### src/rtl/exp5_pkg.sv
// Shared definitions for the exp5 button-capture block.
// Contents:
//   DEBOUNCE_DEFAULT - default number of stable cycles that accept a press or a release
//   state codes      - FSM encodings, also shown on the hex display
//   DB_INVALIDO      - display code used when the state register holds an illegal value
//   is_one_hot()     - true when exactly one bit of a 4-bit vector is set
package exp5_pkg;

   localparam int unsigned DEBOUNCE_DEFAULT = 5;

   localparam logic [2:0] OCIOSO       = 3'd0;
   localparam logic [2:0] FILTRA_PRESS = 3'd1;
   localparam logic [2:0] EMITE        = 3'd2;
   localparam logic [2:0] SEGURA       = 3'd3;
   localparam logic [2:0] FILTRA_SOLTA = 3'd4;

   localparam logic [3:0] DB_INVALIDO = 4'hF;

   function automatic logic is_one_hot(input logic [3:0] v);
      // Clearing the lowest set bit leaves zero only when a single bit was set.
      return (v != 4'b0000) && ((v & (v - 4'd1)) == 4'b0000);
   endfunction

endpackage

### src/rtl/exp5_sincronizador.sv
// Two-flop synchronizer for a vector of unrelated asynchronous inputs.
// Ports:
//   clock   - sampling clock
//   reset   - asynchronous active-low reset, clears both flop stages
//   entrada - raw asynchronous inputs
//   saida   - inputs re-timed to clock (two cycles of latency)
module exp5_sincronizador #(
   parameter int unsigned WIDTH = 4
) (
   input  logic             clock,
   input  logic             reset,
   input  logic [WIDTH-1:0] entrada,
   output logic [WIDTH-1:0] saida
);

   logic [WIDTH-1:0] estagio1;
   logic [WIDTH-1:0] estagio2;

   always_ff @(posedge clock or negedge reset) begin
      if (!reset) begin
         estagio1 <= '0;
         estagio2 <= '0;
      end else begin
         estagio1 <= entrada;
         estagio2 <= estagio1;
      end
   end

   assign saida = estagio2;

endmodule

### src/rtl/exp5_captura_jogada.sv
// Debounced capture of a single push-button press for the exp5 game.
// Ports:
//   clock         - single clock, rising edge
//   reset         - asynchronous active-low reset
//   botoes        - raw push-buttons, active-high
//   habilita      - allows a new capture to start from idle
//   jogada        - one-cycle pulse for an accepted single-button press
//   jogada_valor  - one-hot code of the last accepted button
//   erro_multiplo - one-cycle pulse for a debounced press with several buttons
//   db_estado     - current FSM state code (F when the state is illegal)
module exp5_captura_jogada
   import exp5_pkg::*;
#(
   parameter int unsigned DEBOUNCE_CYCLES = DEBOUNCE_DEFAULT
) (
   input  logic       clock,
   input  logic       reset,
   input  logic [3:0] botoes,
   input  logic       habilita,
   output logic       jogada,
   output logic [3:0] jogada_valor,
   output logic       erro_multiplo,
   output logic [3:0] db_estado
);

   localparam int unsigned CW = $clog2(DEBOUNCE_CYCLES);
   localparam logic [CW-1:0] CONT_MAX = CW'(DEBOUNCE_CYCLES - 1);

   logic [3:0]    sinc;
   logic [2:0]    estado, estado_prox;
   logic [3:0]    candidato, candidato_prox;
   logic [CW-1:0] contador, contador_prox;
   logic [3:0]    valor, valor_prox;
   logic          emite;

   exp5_sincronizador #(
      .WIDTH(4)
   ) u_sincronizador (
      .clock  (clock),
      .reset  (reset),
      .entrada(botoes),
      .saida  (sinc)
   );

   always_ff @(posedge clock or negedge reset) begin
      if (!reset) begin
         estado    <= OCIOSO;
         candidato <= 4'b0000;
         contador  <= '0;
         valor     <= 4'b0000;
      end else begin
         estado    <= estado_prox;
         candidato <= candidato_prox;
         contador  <= contador_prox;
         valor     <= valor_prox;
      end
   end

   always_comb begin
      estado_prox    = estado;
      candidato_prox = candidato;
      contador_prox  = contador;
      valor_prox     = valor;
      case (estado)
         OCIOSO: begin
            if ((sinc != 4'b0000) && habilita) begin
               candidato_prox = sinc;
               contador_prox  = '0;
               estado_prox    = FILTRA_PRESS;
            end
         end
         FILTRA_PRESS: begin
            if (sinc != candidato) begin
               estado_prox = OCIOSO;
            end else if (contador == CONT_MAX) begin
               estado_prox = EMITE;
            end else begin
               contador_prox = contador + CW'(1);
            end
         end
         EMITE: begin
            // A multi-button press is reported but never replaces the last valid move.
            if (is_one_hot(candidato)) begin
               valor_prox = candidato;
            end
            estado_prox = SEGURA;
         end
         SEGURA: begin
            if (sinc == 4'b0000) begin
               contador_prox = '0;
               estado_prox   = FILTRA_SOLTA;
            end
         end
         FILTRA_SOLTA: begin
            if (sinc != 4'b0000) begin
               estado_prox = SEGURA;
            end else if (contador == CONT_MAX) begin
               estado_prox = OCIOSO;
            end else begin
               contador_prox = contador + CW'(1);
            end
         end
         default: begin
            estado_prox = OCIOSO;
         end
      endcase
   end

   assign emite         = (estado == EMITE);
   assign jogada        = emite && is_one_hot(candidato);
   assign erro_multiplo = emite && !is_one_hot(candidato);
   assign jogada_valor  = valor;

   always_comb begin
      if (estado <= FILTRA_SOLTA) begin
         db_estado = {1'b0, estado};
      end else begin
         db_estado = DB_INVALIDO;
      end
   end

endmodule

### config.mk
export PLATFORM = sky130hd
export DESIGN_NAME = exp5_captura_jogada
export DESIGN_NICKNAME = d
export VERILOG_FILES = /design/src/rtl/exp5_pkg.sv /design/src/rtl/exp5_sincronizador.sv /design/src/rtl/exp5_captura_jogada.sv
export SDC_FILE = /design/constraint.sdc
export NUM_CORES = 1
export LEC_CHECK = 0
export ABC_AREA = 1
export BUFFER_PORTS_ARGS = -buffer_cell sky130_fd_sc_hd__buf_2
export CAP_MARGIN = 10
export CORE_UTILIZATION = 55
export CTS_CLUSTER_SIZE = 16
export DETAILED_ROUTE_END_ITERATION = 7
export GPL_TIMING_DRIVEN = 0
export PLACE_DENSITY = 0.76
export SYNTH_ARGS = -nofsm -noshare
export SYNTH_HDL_FRONTEND = slang
export SYNTH_SLANG_ARGS = --single-unit
### constraint.sdc
create_clock -name clock -period 1.71 [get_ports clock]
set_clock_uncertainty 0.05 [all_clocks]
set_input_delay 0.342 -clock clock [delete_from_list [all_inputs] [get_ports clock]]
set_output_delay 0.342 -clock clock [all_outputs]
set_load 0.05 [all_outputs]
## Word-level counts from Yosys, hierarchy flattened

Index checks and enable logic that the tools add are counted.

| storage, ports and cells | value |
|---|---|
| memory bits (read-only) | 0 |
| logic and storage cells | 51 |
| memories | 0 |
| bits in latches | 0 |
| flip-flop bits (word level) | 22 |
| bits of input ports | 7 |
| RAM bits | 0 |

| cells by class | value |
|---|---|
| shift-type cells | 0 |
| bitwise gates (word level) | 1 |
| reduce and logical (&&, ||, !) cells | 15 |
| $mul | 0 |
| add/subtract/negate cells | 2 |
| divide/modulo/power cells | 0 |
| multiplexer cells | 14 |
| order comparisons | 1 |
| equality and inequality tests | 12 |

Operator list:

| operator | count |
|---|---|
| $mux W3 | 11 |
| $pmux W3 S5 | 1 |
| $pmux W3 S4 | 1 |
| $reduce_bool A4 Y1 | 3 |
| $logic_not A4 Y1 | 2 |
| $ne A2 B2 Y1 const B | 4 |
| $eq A3 B2 Y1 const B | 2 |
| $eq A3 B3 Y1 const B | 2 |
| $ne A3 B3 Y1 const B | 2 |
| $reduce_and A5 Y1 | 1 |
| $and A4 B4 Y4 | 1 |
| $logic_and A1 B1 Y1 | 4 |
| $mux W4 | 1 |
| $ne A4 B4 Y1 | 1 |
| $reduce_and A2 Y1 | 2 |
| $reduce_and A4 Y1 | 1 |
| $sub A4 B1 Y4 const B | 1 |
| $add A3 B1 Y3 const B | 1 |
| $eq A3 B1 Y1 const B | 1 |
| $le A3 B3 Y1 const B | 1 |
| $logic_not A3 Y1 | 1 |
| $logic_not A1 Y1 | 1 |

## Logic depth before layout (Yosys ltp)

Gate-level depths: netlist of run 1.

| logic depth | value |
|---|---|
| depth after elaboration | 6 |
| gate-level depth with buffers | 9 |
| gate-level depth less buffers | 9 |

## Modules after synthesis

A second synthesis of run 1 with hierarchy kept.

| unflattened totals | value |
|---|---|
| cell total of the unflattened synthesis | 139 |
| area total of the unflattened synthesis | 1132.3 um^2 |

Modules (own cells, without submodules):

| module | cells an instance | seq. area each (um^2) | instances | area each (um^2) |
|---|---|---|---|---|
| exp5_captura_jogada | 131 | 350.3 | 1 | 932.1 |
| exp5_sincronizador | 8 | 200.2 | 1 | 200.2 |

## Least setup slack after synthesis of run 1

No wires, ideal clock.

| timing path | value |
|---|---|
| path kind | reg2out |
| from | register estado[2] |
| to | output port db_estado[0] |
| required time | 1.318 ns |
| cell stages (with the launch flop) | 3 |
| data arrival time | 1.628 ns |
| path buffers | 0 |
| setup slack | -0.310 ns |
| cell sequence | dfrtp_1 inv_2 o21ai_0 |

| between the ends | value |
|---|---|
| word-level cells in the longest chain between the ends | 2 |

Ends and longest elaborated chain:

| item | line | text |
|---|---|---|
| from (decl) | exp5_captura_jogada.sv:30 | `logic [2:0] estado, estado_prox;` |
| from (signal assigned) | exp5_captura_jogada.sv:52 | `estado <= estado_prox;` |
| $le A3 B3 Y1 | exp5_captura_jogada.sv:115 | `if (estado <= FILTRA_SOLTA) begin` |
| $mux W4 | exp5_captura_jogada.sv:115 |  |
| to (decl) | exp5_captura_jogada.sv:23 | `output logic [3:0] db_estado` |

No other way between the ends.

## Worst setup path in the final report of run 1

| timing path | value |
|---|---|
| from | register candidato[2] |
| to | output port erro_multiplo |

| between the ends | value |
|---|---|
| word-level cells in the longest chain between the ends | 6 |
| elaborated cells on any way between the ends | 7 |
| classes of those cells | 1 x add/sub; 1 x bitwise; 5 x reduce/logical |

Ends and longest elaborated chain:

| item | line | text |
|---|---|---|
| from (decl) | exp5_captura_jogada.sv:31 | `logic [3:0] candidato, candidato_prox;` |
| from (signal assigned) | exp5_captura_jogada.sv:53 | `candidato <= candidato_prox;` |
| $sub A4 B1 Y4 | exp5_pkg.sv:21 | `return (v != 4'b0000) && ((v & (v - 4'd1)) == 4'b0000);` |
| $and A4 B4 Y4 | exp5_pkg.sv:21 |  |
| $logic_not A4 Y1 | exp5_pkg.sv:21 |  |
| $logic_and A1 B1 Y1 (*) | exp5_pkg.sv:21 |  |
| $logic_not A1 Y1 (*) | exp5_captura_jogada.sv:111 | `assign erro_multiplo = emite && !is_one_hot(candidato);` |
| $logic_and A1 B1 Y1 (*) | exp5_captura_jogada.sv:111 |  |
| to (decl) | exp5_captura_jogada.sv:22 | `output logic erro_multiplo,` |

Every way passes the cells marked *; elsewhere a longest branch is shown, timed or not.

==> results.json, run 1 <==
{
  "critPathSlowestCell": "dfrtp_1",
  "dieArea_um2": 2280,
  "violations": "negative setup slack",
  "netlist_area_um2": 1150,
  "syn_avg_cell_area_um2": 7.99,
  "power_density_nw_per_um2": 1850,
  "path_clk_slew_ps": 130,
  "cp_num_cells": 4,
  "yosys.area.top_type": "dfrtp_1",
  "fmax_ghz": 0.558,
  "ys_seq_area_share_pct": 47.8,
  "cap_violations": 0,
  "synthCells": 144,
  "die_y_um": 47.8,
  "grt_pass1_vias": 829,
  "post-route-period-util_pct": 105,
  "cp_data_arrival_time_ps": 1400,
  "viasPerCell": 5.06,
  "hold_class": "input pin to register",
  "wl_um": 2140,
  "reg2reg_from": "estado[0]$_DFFE_PN0P_",
  "crit_buf_inv": 1,
  "syn_nets": 153,
  "rsz0062_at_grt": "true",
  "rows": 16,
  "grt_usage_pct": 21.0,
  "cts_tree": "built",
  "hold_viol_final": 0,
  "grt-ovfl-total": 0,
  "clk_path_buf_depth": 2,
  "finalCriticalPeriod_ps": 1790,
  "clkSinkCount": 22,
  "status": "finished, violations left",
  "antenna_cells": 0,
  "worst_r2r_endpoint": "contador[0]$_DFFE_PN0P_",
  "place_ws_ps": -12.1,
  "power_mw": 2.66,
  "vias": 1007,
  "grt_max_degree": 23,
  "setup_violations": 2,
  "initialDrtViolationCount": 32,
  "wire_per_inst_um": 10.7,
  "crit_end": "erro_multiplo",
  "yosysWarnings": 0,
  "worstMarginPinSlew_ps": 474,
  "synthDistinctLibCells": 22,
  "final_cell_area_um2": 1440,
  "worstSetupPathType": "register to output port",
  "finish.net_count": 182,
  "numPortBuffers": 16,
  "fin_ws_ps": -81.5,
  "layout-drive-gt1-share_pct": 34.9,
  "die_x_um": 47.8,
  "placed_cell_area_um2": 1270,
  "ios": 17,
  "cp_top_family": "flip-flops",
  "holdWs_ps": 86.0,
  "core_um2": 1960,
  "dp_hpwl_um": 1510,
  "ir_drop_mv": 1.04,
  "r2r_slack_ps": 200,
  "clk_latency_ps": 300,
  "end_kind": "output port",
  "cp.required_ps": 1320,
  "numCtsBuffers": 3,
  "drcViolationCount": 0,
  "synthTopCellsByArea": "dfrtp_1, nand2_1, inv_1",
  "cts-root-buf": "clkbuf_4",
  "reg2reg_depth": 9,
  "gp_congestion": 0.830,
  "cellLeakagePower_nw": 0.775,
  "relSlewSlack_pct": 68.4,
  "crit_fanout": 3,
  "start_util_pct": 58.7,
  "critPathLaunchType": "register",
  "grt_antenna_before_repair": 0,
  "drt-pass1-iter-count": 5,
  "area_delta_synth_final_pct": 24.9,
  "synth_top_area_share_pct": 47.8,
  "crit_chain": "nor2_4, or2_4, a21oi_2, buf_6",
  "slowest_delay_ps": 450,
  "drt.antenna.violating_nets": 0,
  "grt_pass1_wl_um": 3290,
  "htreeDepth": 1,
  "finalMaxSlewViolations": 0,
  "startpoint": "candidato[2]$_DFFE_PN0P_",
  "synth.ff_latch_count": 22
}
-- worst min-delay path by stage --
stage / cells after the start / endpoint / slack [ps] / startpoint
after detailed placement: 1 / jogada_valor[3]$_DFFE_PN0P_ / 280 / reset
final: 1 / u_sincronizador.estagio1[1]$_DFF_PN0_ / 90 / botoes[1]
after CTS: 1 / u_sincronizador.estagio1[2]$_DFF_PN0_ / 70 / botoes[2]
after global routing: 1 / u_sincronizador.estagio1[2]$_DFF_PN0_ / 60 / botoes[2]
after floorplan: 0 / candidato[0]$_DFFE_PN0P_ / -4 / reset
after global placement: 1 / jogada_valor[3]$_DFFE_PN0P_ / 270 / reset
-- Yosys cell counts --
library cell	n
nand3_2	3
ha_1	2
inv_2	9
inv_1	13
o21ai_1	5
nand2_1	43
nand3_1	7
xnor2_1	1
nand3b_1	1
nor2_2	3
or2_1	1
a21oi_1	1
nand4_1	6
nand2_2	5
o21ai_0	6
clkbuf_1	1
nor2_4	1
nor2_1	11
o22ai_2	1
dfrtp_1	22
o21a_1	1
nand3b_4	1
-- metrics by stage --
stage / utilization (%) / std cells / setup TNS (ps)
global placement: 64.7 / 187 / 0
CTS: 72.8 / 199 / -167
detailed placement: 64.7 / 187 / -12.1
floorplan: - / 144 / -620
finish: 73.3 / 199 / -145
global route: 73.3 / 199 / -350
-- area by class of cell --
class,instances,area (µm²)
inverters,22,82.6
clock buffers,3,22.5
well taps,27,33.8
multi-input cells,99,551
clock inverters,1,30.0
flip-flops and latches,22,553
fillers,157,524
repair buffers,24,161
plain buffers,1,3.75
-- cell families (layout without fill, tap and decap cells) --
| group | after synthesis | count (layout) | synth area share (%) |
|---|---|---|---|
| AND/OR/NAND/NOR | 82 | 82 | 34.8 |
| buffers and inverters | 23 | 51 | 7.50 |
| flip-flops | 22 | 22 | 47.8 |
| AO/OA/AOI/OAI | 14 | 14 | 6.96 |
| adder cells (fa/ha/maj) | 2 | 2 | 2.17 |
| XOR/XNOR | 1 | 1 | 0.761 |
-- cell usage in the layout, fill, tap and decap left out --
cell type and count:
dfrtp_1 20, nand3b_4 1, nor2_4 3, a21oi_2 1, o22ai_4 1, nand3_2 4, clkbuf_1 1, or2_4 1
xnor2_1 1, buf_4 8, clkbuf_4 3, buf_6 1, inv_1 11, nand4_1 6, nand2_2 5, dlygate4sd3_1 1
inv_2 11, buf_8 1, nand3_1 6, o21ai_1 6, bufinv_16 1, nand3b_1 1, o21a_1 1, o21ai_0 5
nand2_1 43, nor2_2 4, dfrtp_2 2, buf_2 13, nor2_1 8, ha_1 2
-- power by group --
| group | internal, mW | total [mW] | switching [mW] |
|---|---|---|---|
| Clock | 0.237 | 0.396 | 0.159 |
| Combinational | 0.524 | 1.49 | 0.962 |
| Sequential | 0.657 | 0.777 | 0.120 |
-- registers in the layout, indices dropped and copies added (netlist names) --
name and count:
estado 3, jogada_valor 4, contador 3, u_sincronizador.estagio1 4, candidato 4, u_sincronizador.saida 4
-- routing by layer --
metal,GRT usage (%),wire length (µm),vias to the layer above
li1,-,-,512
met1,28.0,1020,474
met2,35.1,1050,19
met3,2.64,53,2
met4,7.22,13,0
met5,0,0,-
-- worst reg2reg max path, delay by kind of cell, from the launching register on --
family,cells,cell delay [ps]
buf+inv,2,220
flops,1,430
compound gates,1,110
simple gates,6,620
-- repair_timing --
item	4_1_cts	5_1_grt
endpoints found under the setup margin	4	5
pin swaps	2	1
endpoints found under the hold margin	22	0
hold buffers	1	0
resized for setup	14	6
setup buffers	7	0
(Power assumes the default switching activity.)
==> run 2, diff against run 1 <==
CTS_BUF_LIST = sky130_fd_sc_hd__clkbuf_16   (was default)
CTS_CLUSTER_DIAMETER = 150   (was default)
MAX_ROUTING_LAYER = met4   (was default)
==> results.json, run 2 (synthesized netlist as in run 1, its figures left out) <==
{
  "grt_antenna_before_repair": 0,
  "wl_um": 2180,
  "start_util_pct": 58.7,
  "wl_met1_um": 1020,
  "critPathSlowestCell": "dfrtp_1",
  "wl_met3_um": 67,
  "cp.required_ps": 1320,
  "setup_tns_ps": 0,
  "wire_per_inst_um": 11.0,
  "critPathLaunchType": "register",
  "relSlewSlack_pct": 67.6,
  "hold_viol_final": 22,
  "grt_pass1_vias": 860,
  "fmax_ghz": 0.585,
  "viasPerCell": 5.08,
  "crit_end": "jogada",
  "rows": 16,
  "gp_congestion": 0.843,
  "holdWs_ps": -10.7,
  "numPortBuffers": 16,
  "ios": 17,
  "initialDrtViolationCount": 19,
  "layout_commonest_cell": "nand2_1",
  "htreeDepth": 1,
  "path_common_cell": "inv_2",
  "antenna_cells": 0,
  "reg2reg_depth": 9,
  "crit_chain": "nand2_1, inv_2, o22ai_4, nand3b_4, inv_2, buf_8",
  "grt-ovfl-total": 0,
  "finish.net_count": 181,
  "numCtsBuffers": 3,
  "crit_fanout": 3,
  "rsz0062_at_grt": "true",
  "startpoint": "candidato[0]$_DFFE_PN0P_",
  "violations": "negative hold slack",
  "drcViolationCount": 0,
  "grt_max_degree": 23,
  "layout_common_cells": "nand2_1, dfrtp_1, buf_2",
  "dieArea_um2": 2280,
  "status": "finished, violations left",
  "grt_usage_pct": 22.1,
  "cts_tree": "built",
  "slowest_delay_ps": 420,
  "layout-drive-gt1-share_pct": 35.7,
  "ir_drop_mv": 1.10,
  "end_kind": "output port",
  "power_density_nw_per_um2": 1960,
  "cp_top_family": "flip-flops",
  "drt-pass1-iter-count": 4,
  "finalCriticalPeriod_ps": 1710,
  "r2r_slack_ps": 210,
  "core_um2": 1960,
  "reg2reg_from": "estado[0]$_DFFE_PN0P_",
  "crit_buf_inv": 3,
  "path_clk_slew_ps": 60,
  "die_y_um": 47.8,
  "hold_class": "input pin to asynchronous set/reset pin",
  "highest_layer": "met4",
  "dp_hpwl_um": 1510,
  "cap_violations": 0,
  "clkSinkCount": 22,
  "met2_length_um": 1050,
  "clk_path_buf_depth": 2,
  "area_delta_synth_final_pct": 28.4,
  "cts-root-buf": "clkbuf_16",
  "cp_num_cells": 6,
  "worstSetupPathType": "register to output port",
  "drt.antenna.violating_nets": 0,
  "vias": 1005,
  "die_x_um": 47.8,
  "worstMarginPinSlew_ps": 486,
  "clk_latency_ps": 260,
  "setup_violations": 0,
  "worst_r2r_endpoint": "contador[0]$_DFFE_PN0P_",
  "finalMaxSlewViolations": 0,
  "post-route-period-util_pct": 99.9,
  "cp_data_arrival_time_ps": 1320,
  "cellLeakagePower_nw": 0.791,
  "grt_pass1_wl_um": 3350
}
run 2: changes by cell type in the layout (fill, tap and decap cells not counted):
cell           change
nor2_2             -1
o21ai_0            +1
buf_2              +1
clkbuf_16          +3
nor2_1             +1
dlygate4sd3_1      -1
dfrtp_2            +2
clkbuf_4           -3
o21ai_1            -1
buf_4              -1
dfrtp_1            -2
run 2: power by group:
group | total, mW | leakage [nW] | internal [mW] | switching, mW
Clock | 0.656 | 0.0511 | 0.465 | 0.191
Combinational | 1.46 | 0.471 | 0.511 | 0.952
Sequential | 0.782 | 0.270 | 0.664 | 0.118
run 2: worst min-delay path by stage:
stage           from                          end  slack [ps]  depth (start not counted)
6_report       reset  jogada_valor[2]$_DFFE_PN0P_         -10                          1
4_1_cts        reset  jogada_valor[2]$_DFFE_PN0P_           7                          1
3_3_place_gp   reset  jogada_valor[3]$_DFFE_PN0P_         270                          1
2_1_floorplan  reset     candidato[0]$_DFFE_PN0P_          -4                          0
5_1_grt        reset  jogada_valor[1]$_DFFE_PN0P_          30                          1
3_5_place_dp   reset  jogada_valor[3]$_DFFE_PN0P_         280                          1
run 2: what timing repair did:
item | 4_1_cts | 5_1_grt
pin swaps | 1 | 3
hold buffers | 0 | 0
cloned | 0 | 0
gates resized for setup | 14 | 4
setup buffers | 7 | 0
setup endpoints to repair | 2 | 2
hold endpoints to repair | 0 | 0
run 2: worst reg2reg max path, cell delays in order (launching register included):
cell and delay, ps:
dfrtp_2 410, buf_4 160, nor2_2 150, inv_2 60, o21ai_0 100, nand2_2 100, nor2_4 150, nand3_2 90
nand2_1 70, nand2_1 50
run 2: area by class of cell:
class                           instances  area, µm²
Inverter                               22       82.6
Clock buffer                            3       75.1
Timing Repair Buffer                   23        149
Tap cell                               27       33.8
Multi-Input combinational cell         99        548
Fill cell                             146        484
Clock inverter                          1       30.0
Sequential cell                        22        556
Buffer                                  1       3.75
run 2: layer usage:
metal,vias up,global-route usage [%]
met1,467,27.8
met3,5,3.40
met5,-,-
li1,508,-
met2,25,35.7
met4,0,8.33
run 2: per-stage QoR:
stage               util (%)  std cells  cell area (µm²)  power, mW  setup slack [ps]
finish                  75.3        198             1480       2.90              1.78
global placement        64.7        187             1270       2.04              6.99
detailed placement      64.7        187             1270       2.08             -12.1
global route            75.3        198             1480       3.10             -62.4
CTS                     74.9        198             1470       2.89              1.25
floorplan                  -        144             1150       1.83              -310
